<file path="src/rtl/word_deserializer.sv">
// Serial-to-parallel word assembler with a one-word holding register.
// A completed word is dropped, and overrun set, if the holder is still occupied.
module word_deserializer #(
  parameter int N         = 32,
  parameter bit MSB_FIRST = 1'b1
) (
  input  logic                 clk,
  input  logic                 rst_n,
  input  logic                 sin,
  input  logic                 sin_valid,
  input  logic                 clear,
  output logic [N-1:0]         word_out,
  output logic                 word_valid,
  input  logic                 word_ready,
  output logic [$clog2(N)-1:0] bit_count,
  output logic                 overrun
);

  localparam int CW = $clog2(N);

  typedef enum logic {EMPTY, FULL} state_t;

  state_t       state;
  state_t       state_nx;
  logic [N-1:0] sr;
  logic [N-1:0] sr_nx;
  logic         accept;
  logic         done;
  logic         hs;
  logic         load;

  assign accept = sin_valid & ~clear;
  assign sr_nx  = MSB_FIRST ? {sr[N-2:0], sin}
                            : {sin, sr[N-1:1]};
  assign done   = accept && (bit_count == CW'(N-1));
  assign hs     = word_valid & word_ready;
  // holder is free if empty or being drained on this edge
  assign load   = done & ((state == EMPTY) | word_ready);

  always_ff @(posedge clk or negedge rst_n) begin
    if (!rst_n) begin
      state <= EMPTY;
    end else begin
      state <= state_nx;
    end
  end

  always_comb begin
    state_nx = state;
    unique case (1'b1)
      clear:                state_nx = EMPTY;
      done:                 state_nx = FULL;
      hs & ~done & ~clear:  state_nx = EMPTY;
      default:              state_nx = state;
    endcase
  end

  always_comb begin
    word_valid = (state == FULL);
  end

  always_ff @(posedge clk or negedge rst_n) begin
    if (!rst_n) begin
      sr        <= '0;
      bit_count <= '0;
      word_out  <= '0;
      overrun   <= 1'b0;
    end else if (clear) begin
      sr        <= '0;
      bit_count <= '0;
      overrun   <= 1'b0;
    end else begin
      if (accept) begin
        sr        <= sr_nx;
        bit_count <= done ? '0 : bit_count + CW'(1);
      end
      if (load) begin
        word_out <= sr_nx;
      end
      if (done && (state == FULL) && !word_ready) begin
        overrun <= 1'b1;
      end
    end
  end

endmodule

</file>
<file path="config.mk">
export PLATFORM = sky130hd
export DESIGN_NAME = word_deserializer
export DESIGN_NICKNAME = d
export VERILOG_FILES = /design/src/rtl/word_deserializer.sv
export SDC_FILE = /design/constraint.sdc
export NUM_CORES = 1
export LEC_CHECK = 0
export CORE_MARGIN = 4
export CORE_UTILIZATION = 40
export DETAILED_ROUTE_END_ITERATION = 10
export HOLD_SLACK_MARGIN = 0.06
export PLACE_DENSITY = 0.74
export SKIP_CTS_REPAIR_TIMING = 1
export SYNTH_ARGS = -nofsm -noshare
export SYNTH_HDL_FRONTEND = slang
export SYNTH_SLANG_ARGS = --single-unit
</file>
<file path="constraint.sdc">
create_clock -name clk -period 4.4 [get_ports clk]
set_input_delay 0.88 -clock clk [delete_from_list [all_inputs] [get_ports clk]]
set_output_delay 0.88 -clock clk [all_outputs]
set_load 0.005 [all_outputs]
</file>
## After elaboration in Yosys (flattened, before gate mapping)

Cells that the tools add are included.

- Register bits after elaboration: 70
- Bits of input ports: 6
- Output and inout bits: 39
- Logic and storage cells: 33

- Add/subtract/negate cells: 1
- Equal/unequal tests: 1
- Mux-type cells: 8
- Bitwise logic cells: 9
- Reduce and logical (&&, ||, !) cells: 9

Operators by type and width:

| kind | number |
|---|---|
| $mux W31 | 2 |
| $mux W5 | 3 |
| $reduce_bool A2 Y1 | 3 |
| $add A5 B1 Y5 const B | 1 |
| $and A1 B1 Y1 | 5 |
| $eq A5 B5 Y1 const B | 1 |
| $logic_and A1 B1 Y1 | 3 |
| $not A1 Y1 | 3 |
| $mux W1 | 2 |
| $pmux W1 S2 | 1 |
| $reduce_and A2 Y1 | 1 |
| $reduce_or A2 Y1 | 1 |
| $logic_not A1 Y1 | 1 |
| $or A1 B1 Y1 | 1 |

## Depth between registers and ports, before layout

Gate-level depths: netlist (run 1).

- Word-level depth: 8
- Gate-level depth with buffers: 7
- Depth with buffers taken out: 6

## Least setup slack after synthesis (run 1)

OpenSTA, ideal clock, no wires.

- Path kind: reg-to-reg
- Start point: reg bit_count[0]
- End point: reg word_out[10]
- Setup time: 0.125 ns
- Arrival time: 1.820 ns
- Required time: 4.275 ns
- Path slack: 2.455 ns
- Cell stages (with the launch flop): 8
- Path buffers: 1
- Period minus slack after synthesis: 1.945 ns
- Path through: dfrtp_1 -> ha_1 -> and3_1 -> ha_1 -> nand2_1 -> nor3_4 -> buf_6 -> mux2_2

- Longest elaborated chain between the ends: 4

RTL lines:

| item | RTL line | text |
|---|---|---|
| from (decl) | 15 | `output logic [$clog2(N)-1:0] bit_count,` |
| from (signal assigned) | 75 | `bit_count <= done ? '0 : bit_count + CW'(1);` |
| $eq A5 B5 Y1 | 35 | `assign done = accept && (bit_count == CW'(N-1));` |
| $logic_and A1 B1 Y1 | 35 |  |
| $and A1 B1 Y1 | 38 | `assign load = done & ((state == EMPTY) \| word_ready);` |
| $reduce_and A2 Y1 (no source line) | n/a |  |
| to (signal assigned) | 78 | `word_out <= sr_nx;` |
| to (decl) | 12 | `output logic [N-1:0] word_out,` |

No other way between the ends.
A chain may end at the register's enable or synchronous reset.

## Worst setup path in the final report (run 1)

- Start point: in clear
- End point: reg word_out[27]

- Longest elaborated chain between the ends: 5

RTL lines:

| item | RTL line | text |
|---|---|---|
| from (decl) | 11 | `input logic clear,` |
| $not A1 Y1 (no source line) * | n/a |  |
| $and A1 B1 Y1 | 32 | `assign accept = sin_valid & ~clear;` |
| $logic_and A1 B1 Y1 | 35 |  |
| $and A1 B1 Y1 | 38 |  |
| $reduce_and A2 Y1 (no source line) * | n/a |  |

Mark *: on every way between the ends. The rest lies on a longest branch, timed or not.

==> impl_metrics.ini, run 1 <==
[outcome]
status = finished, final reports clean

[sta]
rsz0062_at_grt = false
fin_worst_skew_ns = 0.006219
period_share_pct = 53.35
final.setup.tns_ns = 0
timing.fmax_mhz = 426.0
slew_violations = 0
period_needed_ns = 2.347
hold_viol_final = 0
final-setup-viol-count = 0
slew_headroom_pct = 37.46
tightestPinTransition_ns = 0.9380

[place]
place.port_buffers = 44
dp.cells = 336
dp_hpwl_um = 3217
gp_congestion = 0.6970
dpl_cell_area_um2 = 3297

[cts]
clockBufferDepth = 2
cts_buffers = 9
cts_root_buffer = clkbuf_8
clk_pin_slew_ns = 0.07
tritoncts = yes
htree_levels = 3
cts_num_sinks = 70
worst_skew_pair.late_latency_ns = 0.33

[cells_and_area]
antenna_cells = 0
areaGrowthSynthToFinish_pct = 25.56
finalInstanceArea_um2 = 3497
instances_no_fill = 352
drive_above_1_share_pct = 20.31
fillers = 603
nets = 259
multi_input_area_um2 = 960.9
fin_util_pct = 51.47
register_area_um2 = 1752

[run]
max_cap_viol_count = 0

[worst_setup_path]
cp_max_fo = 39
worst_ep_required_time_ns = 4.61
crit_path_start = clear
cp-end-kind = flop
critPathArrivalTime_ns = 2.56
crit_path_start_kind = primary input
r2r_start = bit_count[0]
path_class = in2reg

[floorplan]
initial_core_util_pct = 40.99
core_um2 = 6794
num_rows = 30
die_h_um = 91.45
pin_count = 45
die_w_um = 91.45
dieArea_um2 = 8362

[synth]
synth_fp_nets = 211
synthDistinctLibCells = 23
synth-simple-area-share_pct = 7.457
synth-adder-area-share_pct = 0.8985
yosysWarnings = 0
synth_top_family_by_area = multiplexers
synthMuxAreaShare_pct = 24.44
synthTopCellsByArea = dfrtp_1, mux2_2, mux2i_1, nor2_1, buf_6
syn_avg_cell_area_um2 = 13.72
synth_area_um2 = 2785
yosysTopAreaCell = dfrtp_1
synth.top_cell.area_share_pct = 62.89
ys_seq_elements = 70
synth_seq_area_share_pct = 62.89
synth_compound_area_share_pct = 1.707
postSynthCellCount = 203
synth_xor_area_share_pct = 0

[drt]
avgViaCountPerCell = 4.747
dr.first_iter.drc_count = 100
wl_um = 4912
ant_nets = 0
drc = 0
wl_per_cell_um = 13.95
via_count = 1671
drt_first_pass_iters = 4

[hold_path]
min_from = word_out[7]
holdCritPathClass = reg2reg

[global_routing]
grt_pass1_vias = 1791
grt_overflow = 0
grt_pass1_wl_um = 8514
grt_usage_pct = 12.82
grt_start_max_net_pins = 44
antenna_found_initial = 0

[power]
power_mw = 1.203
p_per_area_nw_per_um2 = 344.0
p_leak_nw = 1.714
vdd_drop_max_mv = 0.1716
cell families (layout without fill, tap and decap cells):
family | Yosys count | count (layout)
AO/OA/AOI/OAI | 9 | 9
AND/OR/NAND/NOR | 46 | 46
multiplexers | 64 | 64
buffers and inverters | 12 | 65
flip-flops | 70 | 70
adder cells (fa/ha/maj) | 2 | 2
final timing paths:
kind / end / slack, ns / cells after the start
min in group asynchronous: word_out[8] / 0.69 / 1
hold reg to reg: word_out[7] / 0.50 / 1
hold / removal: word_out[7] / 0.50 / 1
setup reg to reg: word_out[27] / 2.12 / 7
max in group asynchronous: word_out[1] / 2.81 / 2
setup / recovery: word_out[27] / 2.05 / 5
flip-flops by register name (all words and copies together), names as in the netlist:
| name | count |
|---|---|
| sr | 31 |
| bit_count | 5 |
| word_out | 32 |
| word_valid | 1 |
| overrun | 1 |
worst max-delay path: stages:
cell and delay [ns]:
clkdlybuf4s50_1 0.40, buf_4 0.26, nor3_4 0.21, buf_4 0.40, mux2_2 0.39
routing by layer:
layer  vias up  global-route usage, %  part of all wire, %
li1        796                      -                    -
met1       830                  15.91                   46
met2        37                  20.02                   47
met3         8                  3.894                  5.1
met4         0                  6.784                  2.0
met5         -                      0                    0
area by class of cell:
class / count / share of cell area (%)
clock buffer: 12 / 4.437
sequential: 70 / 50.09
multi-input combinational: 121 / 27.48
tap: 96 / 3.435
inverter: 1 / 0.1073
timing repair buffer: 48 / 13.17
clock inverter: 4 / 1.288
layout by cell type (no fill, tap or decap), types with 3 or more instances in the layout:
cell / count
mux2_2: 30
a21oi_1: 5
buf_4: 4
clkdlybuf4s50_1: 42
nand2_1: 3
nor2_1: 35
dfrtp_1: 70
clkinv_2: 3
mux2i_1: 32
clkbuf_8: 11
cell usage after synthesis:
cell type	count
dfrtp_1	70
nor2_1	35
mux2i_1	32
mux2_2	30
a21oi_1	5
buf_2	4
buf_6	3
clkbuf_1	3
nand2_1	3
a31oi_1	2
ha_1	2
mux2_1	2
o21ai_0	2
and3_1	1
buf_1	1
inv_1	1
nand3_1	1
nand3b_1	1
nor2b_1	1
nor3_4	1
nor4bb_1	1
or3_1	1
or4_1	1
power breakdown:
part	total [mW]	switching (mW)	internal, mW
logic	0.0447	0.0294	0.0153
registers	0.649	0.00294	0.646
clock network	0.509	0.219	0.290
total	1.20	0.252	0.951
through the flow:
stage | hold slack (ns) | worst slack, ns
global route | 0.5176 | 1.943
detailed placement | 0.4785 | 1.693
floorplan | 0.4786 | 2.455
finish | 0.5003 | 2.053
global placement | 0.4782 | 1.739
CTS | 0.4986 | 2.047
(Power assumes the default switching activity.)
==> run 2, diff against run 1 <==
--- a/config.mk
+++ b/config.mk
@@ -9,7 +9,7 @@
 export CORE_UTILIZATION = 40
 export DETAILED_ROUTE_END_ITERATION = 10
 export HOLD_SLACK_MARGIN = 0.06
-export PLACE_DENSITY = 0.74
+export PLACE_DENSITY = 0.76
 export SKIP_CTS_REPAIR_TIMING = 1
 export SYNTH_ARGS = -nofsm -noshare
 export SYNTH_HDL_FRONTEND = slang
==> constraint.sdc (replaced) <==
create_clock -name clk -period 2.1 [get_ports clk]
set_input_delay 0.42 -clock clk [delete_from_list [all_inputs] [get_ports clk]]
set_output_delay 0.42 -clock clk [all_outputs]
set_load 0.005 [all_outputs]
==> run 2 against run 1 <==
Clock-buffer cell count shrank 1; core utilization grew 0.20 points; routed wire length grew 0.53%; non-clock buffer count grew 1; final cell count grew 0.28%; critical endpoint is now word_out[2]; register-to-register slack lost 2.0 ns; sequential power grew 110%; combinational power grew 120%; sequential cell count is the same; die area is the same; sequential share of layout area shrank 0.20 points; largest power group unchanged.
==> impl_metrics.ini, run 2 (same netlist as run 1, synthesis figures left out) <==
[outcome]
status = finished, final reports clean

[cells_and_area]
drive_above_1_share_pct = 20.23
largest_reg_flops = 32
final_common_cell = dfrtp_1
largest_register = word_out
fin_util_pct = 51.68
nets = 260
areaGrowthSynthToFinish_pct = 26.06
layout_common_cells = dfrtp_1, clkdlybuf4s50_1, nor2_1
fillers = 626
reg_top3 = word_out x32, sr x31, bit_count x5
antenna_cells = 0

[worst_setup_path]
cp-end-kind = flop
cp_max_fo = 32
critPathArrivalTime_ns = 2.15
worst_ep_required_time_ns = 2.31
path_class = reg2reg
crit_path_start_kind = flop

[sta]
final-setup-viol-count = 0
timing.final.ws_setup_ns = 0.1606
slew_headroom_pct = 61.85
period_needed_ns = 1.939
final.setup.tns_ns = 0
slew_violations = 0
fin_worst_skew_ns = 0.009918
rsz0062_at_grt = false
hold_viol_final = 0
tightestPinTransition_ns = 0.5722
period_share_pct = 92.35
timing.fmax_mhz = 515.6

[drt]
wl_um = 4938
via_count = 1671
avgViaCountPerCell = 4.734
wl_per_cell_um = 13.99
drc = 0
ant_nets = 0
drt_first_pass_iters = 3
dr.first_iter.drc_count = 69

[cts]
tritoncts = yes
clockBufferDepth = 2
htree_levels = 3
cts_buffers = 9
clk_pin_slew_ns = 0.07
worst_skew_pair.late_latency_ns = 0.34
cts_num_sinks = 70
cts_root_buffer = clkbuf_8

[place]
place.port_buffers = 44
gp_congestion = 0.7235
dp_hpwl_um = 3068
preCtsSetupSlack_ns = 0.1780

[global_routing]
grt_start_max_net_pins = 71
antenna_found_initial = 0
grt_usage_pct = 13.18
grt_overflow = 0
grt_pass1_wl_um = 8631
grt_pass1_vias = 1763

[power]
power_mw = 2.463
vdd_drop_max_mv = 0.4434
p_per_area_nw_per_um2 = 701.5
p_leak_nw = 1.717

[floorplan]
num_rows = 30
die_w_um = 91.45
dieArea_um2 = 8362
die_h_um = 91.45
pin_count = 45
core_um2 = 6794
initial_core_util_pct = 40.99

[run]
max_cap_viol_count = 0

[hold_path]
holdCritPathClass = in2async
run 2: changes by cell type in the layout (fill, tap and decap cells not counted):
cell,before,now
clkinv_2,3,4
clkbuf_1,1,2
buf_12,0,2
clkbuf_8,11,9
buf_4,4,3
run 2: cell type report:
type	count	area (um2)	area share [%]
well taps	96	120.1	3.421
inverters	1	3.754	0.1069
clock inverters	5	50.05	1.426
repair buffers	49	493.0	14.04
clock buffers	11	131.4	3.742
flip-flops and latches	70	1752	49.89
multi-input cells	121	960.9	27.37
run 2: path summary, 6_finish.rpt:
kind | from | endpoint | slack, ns | cells past startpoint
worst max-delay path | bit_count[1] | word_out[2] | 0.16 | 7
max in group asynchronous | rst_n | sr[2] | 1.72 | 2
worst min-delay path | rst_n | word_out[26] | 0.10 | 2
worst min register to register | word_out[8] | word_out[8] | 0.50 | 1
min in group clk | sin_valid | bit_count[4] | 0.43 | 4
worst max register to register | bit_count[1] | word_out[2] | 0.16 | 7
run 2: critical path, stage by stage, from the launching register on:
cell     delay, ns
dfrtp_1       0.43
ha_1          0.20
and3_1        0.17
ha_1          0.16
nand2_1       0.09
nor3_4        0.16
buf_12        0.24
mux2_2        0.36
run 2: through the flow:
step	instances	instance area [um2]	hold WS [ns]
after floorplan	203	2785	0.1244
after global placement	337	3329	0.4690
after detailed placement	337	3329	0.4671
after CTS	353	3511	0.09519
after global routing	353	3511	0.1075
final	353	3511	0.1039
run 2: report_power, final:
part           switching (mW)  internal [mW]
Combinational          0.0621         0.0351
Clock                   0.466          0.541
Sequential            0.00615           1.35
Total                   0.534           1.93
run 2: metal layers:
metal,part of all wire [%],up-vias,track usage [%]
met5,0,-,0
met4,0.87,0,4.523
met3,4.9,7,5.800
met2,50,33,21.12
met1,44,837,15.79
li1,-,794,-
